<file path="src/rtl/am29761_rdctl.sv">
// am29761_rdctl: read controller for am29761-style 256xN PROMs with dual
// active-low chip selects. Drives address and selects for WAIT cycles,
// captures q, and presents it with a one-cycle valid strobe.
// Optional feature macro: AM29761_RDCTL_BURST_EN (multi-word bursts via blen).
module am29761_rdctl #(
  parameter int unsigned WIDTH = 4,
  parameter int unsigned SIZE  = 8,
  parameter int unsigned WAIT  = 2
) (
  input  logic             clk,
  input  logic             rst,
  input  logic             req,
  input  logic [SIZE-1:0]  addr,
`ifdef AM29761_RDCTL_BURST_EN
  input  logic [SIZE-1:0]  blen,
`endif
  output logic             busy,
  output logic             valid,
  output logic             last,
  output logic [WIDTH-1:0] dout,
  output logic [SIZE-1:0]  a,
  output logic             cs1_,
  output logic             cs2_,
  input  logic [WIDTH-1:0] q
);

  localparam int unsigned CNT_W = 4;

  typedef enum logic {
    IDLE   = 1'b0,
    ACCESS = 1'b1
  } state_e;

  state_e           state_q;
  logic [CNT_W-1:0] cnt_q;
  logic [SIZE-1:0]  a_q;
  logic             cs_n_q;
  logic [WIDTH-1:0] dout_q;
  logic             valid_q;
  logic             last_q;
  logic             busy_q;
`ifdef AM29761_RDCTL_BURST_EN
  logic [SIZE-1:0]  rem_q;
`endif

  // Both selects always move together, so one register drives both pins.
  assign a     = a_q;
  assign cs1_  = cs_n_q;
  assign cs2_  = cs_n_q;
  assign dout  = dout_q;
  assign valid = valid_q;
  assign last  = last_q;
  assign busy  = busy_q;

  // Read FSM: accept request in IDLE, count access cycles, capture q.
  always_ff @(posedge clk) begin
    if (rst) begin
      state_q <= IDLE;
      cnt_q   <= '0;
      a_q     <= '0;
      cs_n_q  <= 1'b1;
      dout_q  <= '0;
      valid_q <= 1'b0;
      last_q  <= 1'b0;
      busy_q  <= 1'b0;
`ifdef AM29761_RDCTL_BURST_EN
      rem_q   <= '0;
`endif
    end else begin
      valid_q <= 1'b0;
      last_q  <= 1'b0;
      case (state_q)
        IDLE: begin
          if (req) begin
            a_q     <= addr;
            cs_n_q  <= 1'b0;
            cnt_q   <= CNT_W'(WAIT - 1);
            busy_q  <= 1'b1;
`ifdef AM29761_RDCTL_BURST_EN
            rem_q   <= blen;
`endif
            state_q <= ACCESS;
          end
        end
        ACCESS: begin
          if (cnt_q == '0) begin
            // q is only sampled here, while both selects are asserted.
            dout_q  <= q;
            valid_q <= 1'b1;
`ifdef AM29761_RDCTL_BURST_EN
            if (rem_q == '0) begin
              last_q  <= 1'b1;
              cs_n_q  <= 1'b1;
              busy_q  <= 1'b0;
              state_q <= IDLE;
            end else begin
              // Selects stay low; step to the next word, wrapping at the top.
              rem_q <= rem_q - SIZE'(1);
              a_q   <= a_q + SIZE'(1);
              cnt_q <= CNT_W'(WAIT - 1);
            end
`else
            last_q  <= 1'b1;
            cs_n_q  <= 1'b1;
            busy_q  <= 1'b0;
            state_q <= IDLE;
`endif
          end else begin
            cnt_q <= cnt_q - CNT_W'(1);
          end
        end
        default: state_q <= IDLE;
      endcase
    end
  end

endmodule
</file>
<file path="config.mk">
export PLATFORM = sky130hd
export DESIGN_NAME = am29761_rdctl
export DESIGN_NICKNAME = d
export VERILOG_FILES = /design/src/rtl/am29761_rdctl.sv
export SDC_FILE = /design/constraint.sdc
export NUM_CORES = 1
export LEC_CHECK = 0
export BUFFER_PORTS_ARGS = -buffer_cell sky130_fd_sc_hd__buf_2
export CORE_UTILIZATION = 49
export DETAILED_ROUTE_END_ITERATION = 10
export PLACE_DENSITY = 0.81
export SYNTH_ARGS = -nofsm -noshare
export SYNTH_HDL_FRONTEND = slang
export SYNTH_SLANG_ARGS = --single-unit
</file>
<file path="constraint.sdc">
create_clock -name clk -period 2.3 [get_ports clk]
set_input_delay 0 -clock clk [delete_from_list [all_inputs] [get_ports clk]]
set_output_delay 0 -clock clk [all_outputs]
set_load 0.005 [all_outputs]
</file>
# Word level (Yosys, flattened, before mapping)
# Index checks and enable logic that the tools add are counted.
# Widths: inputs -> output; s select.
[classes] add_sub_neg=1 n_eq_ne=3 mux=13 bitwise_logic=1 n_reduce_logical=6
[ops] cell="$mux 4" count=2
[ops] cell="$pmux 4 s2" count=1
[ops] cell="$reduce_and 2->1" count=4
[ops] cell="$mux 1" count=7
[ops] cell="$pmux 1 s2" count=3
[ops] cell="$logic_not 4->1" count=1
[ops] cell="$ne 2x2->1 const B" count=2
[ops] cell="$sub 4x1->4 const B" count=1
[ops] cell="$ne 2x1->1 const B" count=1
[ops] cell="$reduce_or 2->1" count=1
[ops] cell="$not 1->1" count=1
[totals] regBits=20 input_bits=15 out_inout_bits=17 wordCells=31

# Longest topological paths before layout
[logic_depth] depth_word=3 depth_mapped=6 depth_no_buf=5

# Worst setup path after synthesis
# Ideal clock, no wire load.
[synth_path] path_kind="flip-flop to flip-flop" from="register cnt_q[0]" to="register cnt_q[1]" setup_time_ns=0.121 arrival_time_ns=1.353 t_required_ns=2.179 setup_slack_ns=0.827 path_stages_with_launch=6 path_buffers=0 period_less_slack_ns=1.473 path_cell_list="dfxtp_1 inv_1 ha_1 or3b_1 nand2_1 mux2_2"
[synth_between] elab_chain_len=3 word_cells_on_any_way=6 classes_between="add/sub: 1; eq/ne: 1; mux: 2; reduce/logical: 2"
[synth_lines] item="start, declared" line_no="35" text="logic [CNT_W-1:0] cnt_q;"
[synth_lines] item="start signal, assigned" line_no="77" text="cnt_q <= CNT_W'(WAIT - 1);"
[synth_lines] item="start signal, assigned" line_no="109" text="cnt_q <= cnt_q - CNT_W'(1);"
[synth_lines] item="$sub 4x1->4 or $logic_not 4->1 (tied branches)" line_no="109, 86"
[synth_lines] item="$mux 4 or $ne 2x2->1 (tied branches)"
[synth_lines] item="$pmux 4 s2 or $reduce_and 2->1 (tied branches)"
# Parallel ways exist; a longest one is shown, timed or not. The select of a mux whose other input is x is not followed.
# A chain may end at the register's enable or synchronous reset.

# Worst setup path in the final report
# Same ends and word-level chain as after synthesis.

==> flow_metrics.env <==
export IMPL_hold_violations=0
export IMPL_wirelength_mm=1.850
export IMPL_post_place_ws_ps=735.3
export IMPL_cp_max_fo=4
export IMPL_ios=32
export IMPL_ys_ff_latch=20
export IMPL_yosysMostFrequentCell="dfxtp_1"
export IMPL_finClkSkew_ps=7.355
export IMPL_rsz0062_at_grt="no"
export IMPL_cts_tree="built"
export IMPL_htreeDepth=1
export IMPL_crit_path_end_kind="flip-flop"
export IMPL_antenna_cells=0
export IMPL_ys_warnings_count=0
export IMPL_first_pass_iters=4
export IMPL_clk_latency_ps=300
export IMPL_numClockSinks=20
export IMPL_slew_headroom_pct=70.86
export IMPL_worstPathArrival_ps=1780
export IMPL_synth_seq_area_share_pct=49.54
export IMPL_nets=150
export IMPL_cts_reportedPaths_clkPinSlew_ps=110
export IMPL_synthTopCellsByCount="dfxtp_1 (20), nand2_1 (19), a21oi_1 (10), nor2_1 (7), buf_2 (5)"
export IMPL_cts_buffers=3
export IMPL_async_flop_share_pct=0
export IMPL_ys_flop_type="dfxtp_1"
export IMPL_critical_path_class="reg2reg"
export IMPL_start_util_pct=53.04
export IMPL_r2r_start="cnt_q[0]"
export IMPL_syn_area_um2=808.3
export IMPL_die_w_um=42.62
export IMPL_antenna_found_initial=0
export IMPL_clockRootBuffer="clkbuf_4"
export IMPL_cts_resized=0
export IMPL_crit_path_start="cnt_q[0]"
export IMPL_cts_setup_buffers=0
export IMPL_postSynthAreaPerCell_um2=8.786
export IMPL_worst_pin_slew_ps=437.1
export IMPL_outcome="completed"
export IMPL_die_h_um=42.62
export IMPL_synth_edf_count=0
export IMPL_core_area_um2=1524
export IMPL_cellLeakagePower_nw=0.5100
export IMPL_numPortBuffers=31
export IMPL_hold_start="req"
export IMPL_area_growth_pct=36.53
export IMPL_grt_pass1_vias=706
export IMPL_placed_area_um2=947.2
export IMPL_setup_viol=0
export IMPL_finish_instance_area_um2=1104
export IMPL_start_kind="flip-flop"
export IMPL_drtAntennaViolNets=0
export IMPL_ys_types=22
export IMPL_first_iter_violations=10
export IMPL_dpl_hpwl_mm=1.068
export IMPL_gr_usage_all_layers_pct=21.49
export IMPL_wire_per_inst_um=12.50
export IMPL_yosys_top_cells_area="dfxtp_1 (50%), nand2_1 (8.8%), a21oi_1 (6.2%)"
export IMPL_fmax_ghz=0.6276
export IMPL_postSynthCellCount=92
export IMPL_power_density_nw_per_um2=651.7
export IMPL_vias=752
export IMPL_grt_max_degree=22
export IMPL_drv_cap=0
export IMPL_drv_slew=0
export IMPL_drive_above_1_share_pct=28.03
export IMPL_grt_first_pass_wirelength_mm=2.891
export IMPL_required_ps=2490
export IMPL_grt_overflow=0
export IMPL_clockBufferDepth=2
export IMPL_synth_top_cell_by_area="dfxtp_1"
export IMPL_gp_congestion=0.7312
export IMPL_drc_errors=0
export IMPL_row_count=14
export IMPL_syn_nets=109
export IMPL_finalWorstSetupSlack_ps=706.7
export IMPL_synth_top_area_share_pct=49.54
export IMPL_tns_ps=0
export IMPL_period_share_pct=69.28
export IMPL_die_area_um2=1816
export IMPL_via_per_inst=5.081
export IMPL_holdCritPathClass="in2reg"
export IMPL_period_minus_slack_ps=1593
export IMPL_vdd_ir_drop_max_mv=0.4855
## report_power, final
| group | leakage, nW | switching [W] | internal (W) | total [W] |
|---|---|---|---|---|
| clock network | 0.0210 | 0.000102 | 0.0000965 | 0.000198 |
| registers | 0.164 | 0.0000169 | 0.000371 | 0.000388 |
| logic | 0.325 | 0.0000628 | 0.0000706 | 0.000133 |
| total | 0.510 | 0.000181 | 0.000538 | 0.000719 |
## registers in the layout, summed over array words and instances (netlist names)
name and flops:
a 8, cnt_q 4, dout 4, busy 1
cs1_ 1, last 1, state_q 1
## through the flow
step,cells,hold WS (ps),power [W],utilization [%]
4_1_cts,148,13.04,0.0007218,72.41
3_5_place_dp,132,248.3,0.0005101,62.15
6_report,148,13.52,0.0007192,72.41
2_1_floorplan,92,136.0,0.0004707,-
3_3_place_gp,132,234.0,0.0005050,62.15
5_1_grt,148,42.51,0.0007567,72.41
## worst paths after layout
kind,cells past startpoint,slack (ps),end
worst max-delay path,5,710,cnt_q[1]
worst min-delay path,4,10,cnt_q[3]
worst max register to register,5,710,cnt_q[1]
worst min register to register,2,460,a[2]
## worst max-delay path: stages (launching register included)
cell     delay (ps)
dfxtp_1         330
inv_1           100
ha_1            210
or3b_1          390
nand2_1         130
mux2_2          340
## what timing repair did
item	4_1_cts	5_1_grt
setup endpoints to repair	0	0
hold endpoints to repair	12	0
hold buffers	12	0
## cells by family (layout without fill, tap and decap cells)
| kind of cell | Yosys count | after routing | synth area share, % |
|---|---|---|---|
| flops | 20 | 20 | 49.54 |
| fa+ha+maj | 2 | 2 | 3.095 |
| mux | 5 | 5 | 6.347 |
| compound gates | 15 | 15 | 10.99 |
| buf+inv | 11 | 51 | 6.810 |
| simple gates | 39 | 39 | 23.22 |
## per-layer routing
layer | wire length [um] | up-vias | track usage (%)
met5 | 0 | - | 0
met4 | 0 | 0 | 4.375
met3 | 69 | 0 | 5.603
met2 | 1020 | 21 | 43.69
met1 | 760 | 346 | 21.08
li1 | - | 385 | -
## cell type report
class	count	area, um^2
well taps	16	20.02
inverters	3	11.26
fillers	123	420.4
flip-flops and latches	20	400.4
multi-input cells	61	352.8
clock buffers	4	36.28
repair buffers	44	282.8
## layout by cell type (no fill, tap or decap)
master,netlist,final
nor2_1,7,7
nor3_1,3,3
a31oi_1,2,2
a21oi_1,10,10
nor3b_1,1,1
or3b_1,1,1
mux2i_1,4,4
a31o_1,1,1
buf_4,2,1
and4bb_1,1,1
mux2_2,1,1
a211o_1,1,1
dfxtp_1,20,20
nor2b_1,2,2
clkbuf_8,0,1
ha_1,2,2
inv_1,3,3
buf_2,5,31
clkbuf_4,0,3
nand3b_1,2,2
nand2_1,19,19
nand2b_1,3,3
dlygate4sd3_1,0,12
a311oi_1,1,1
Power figures use the tool's default switching activity.
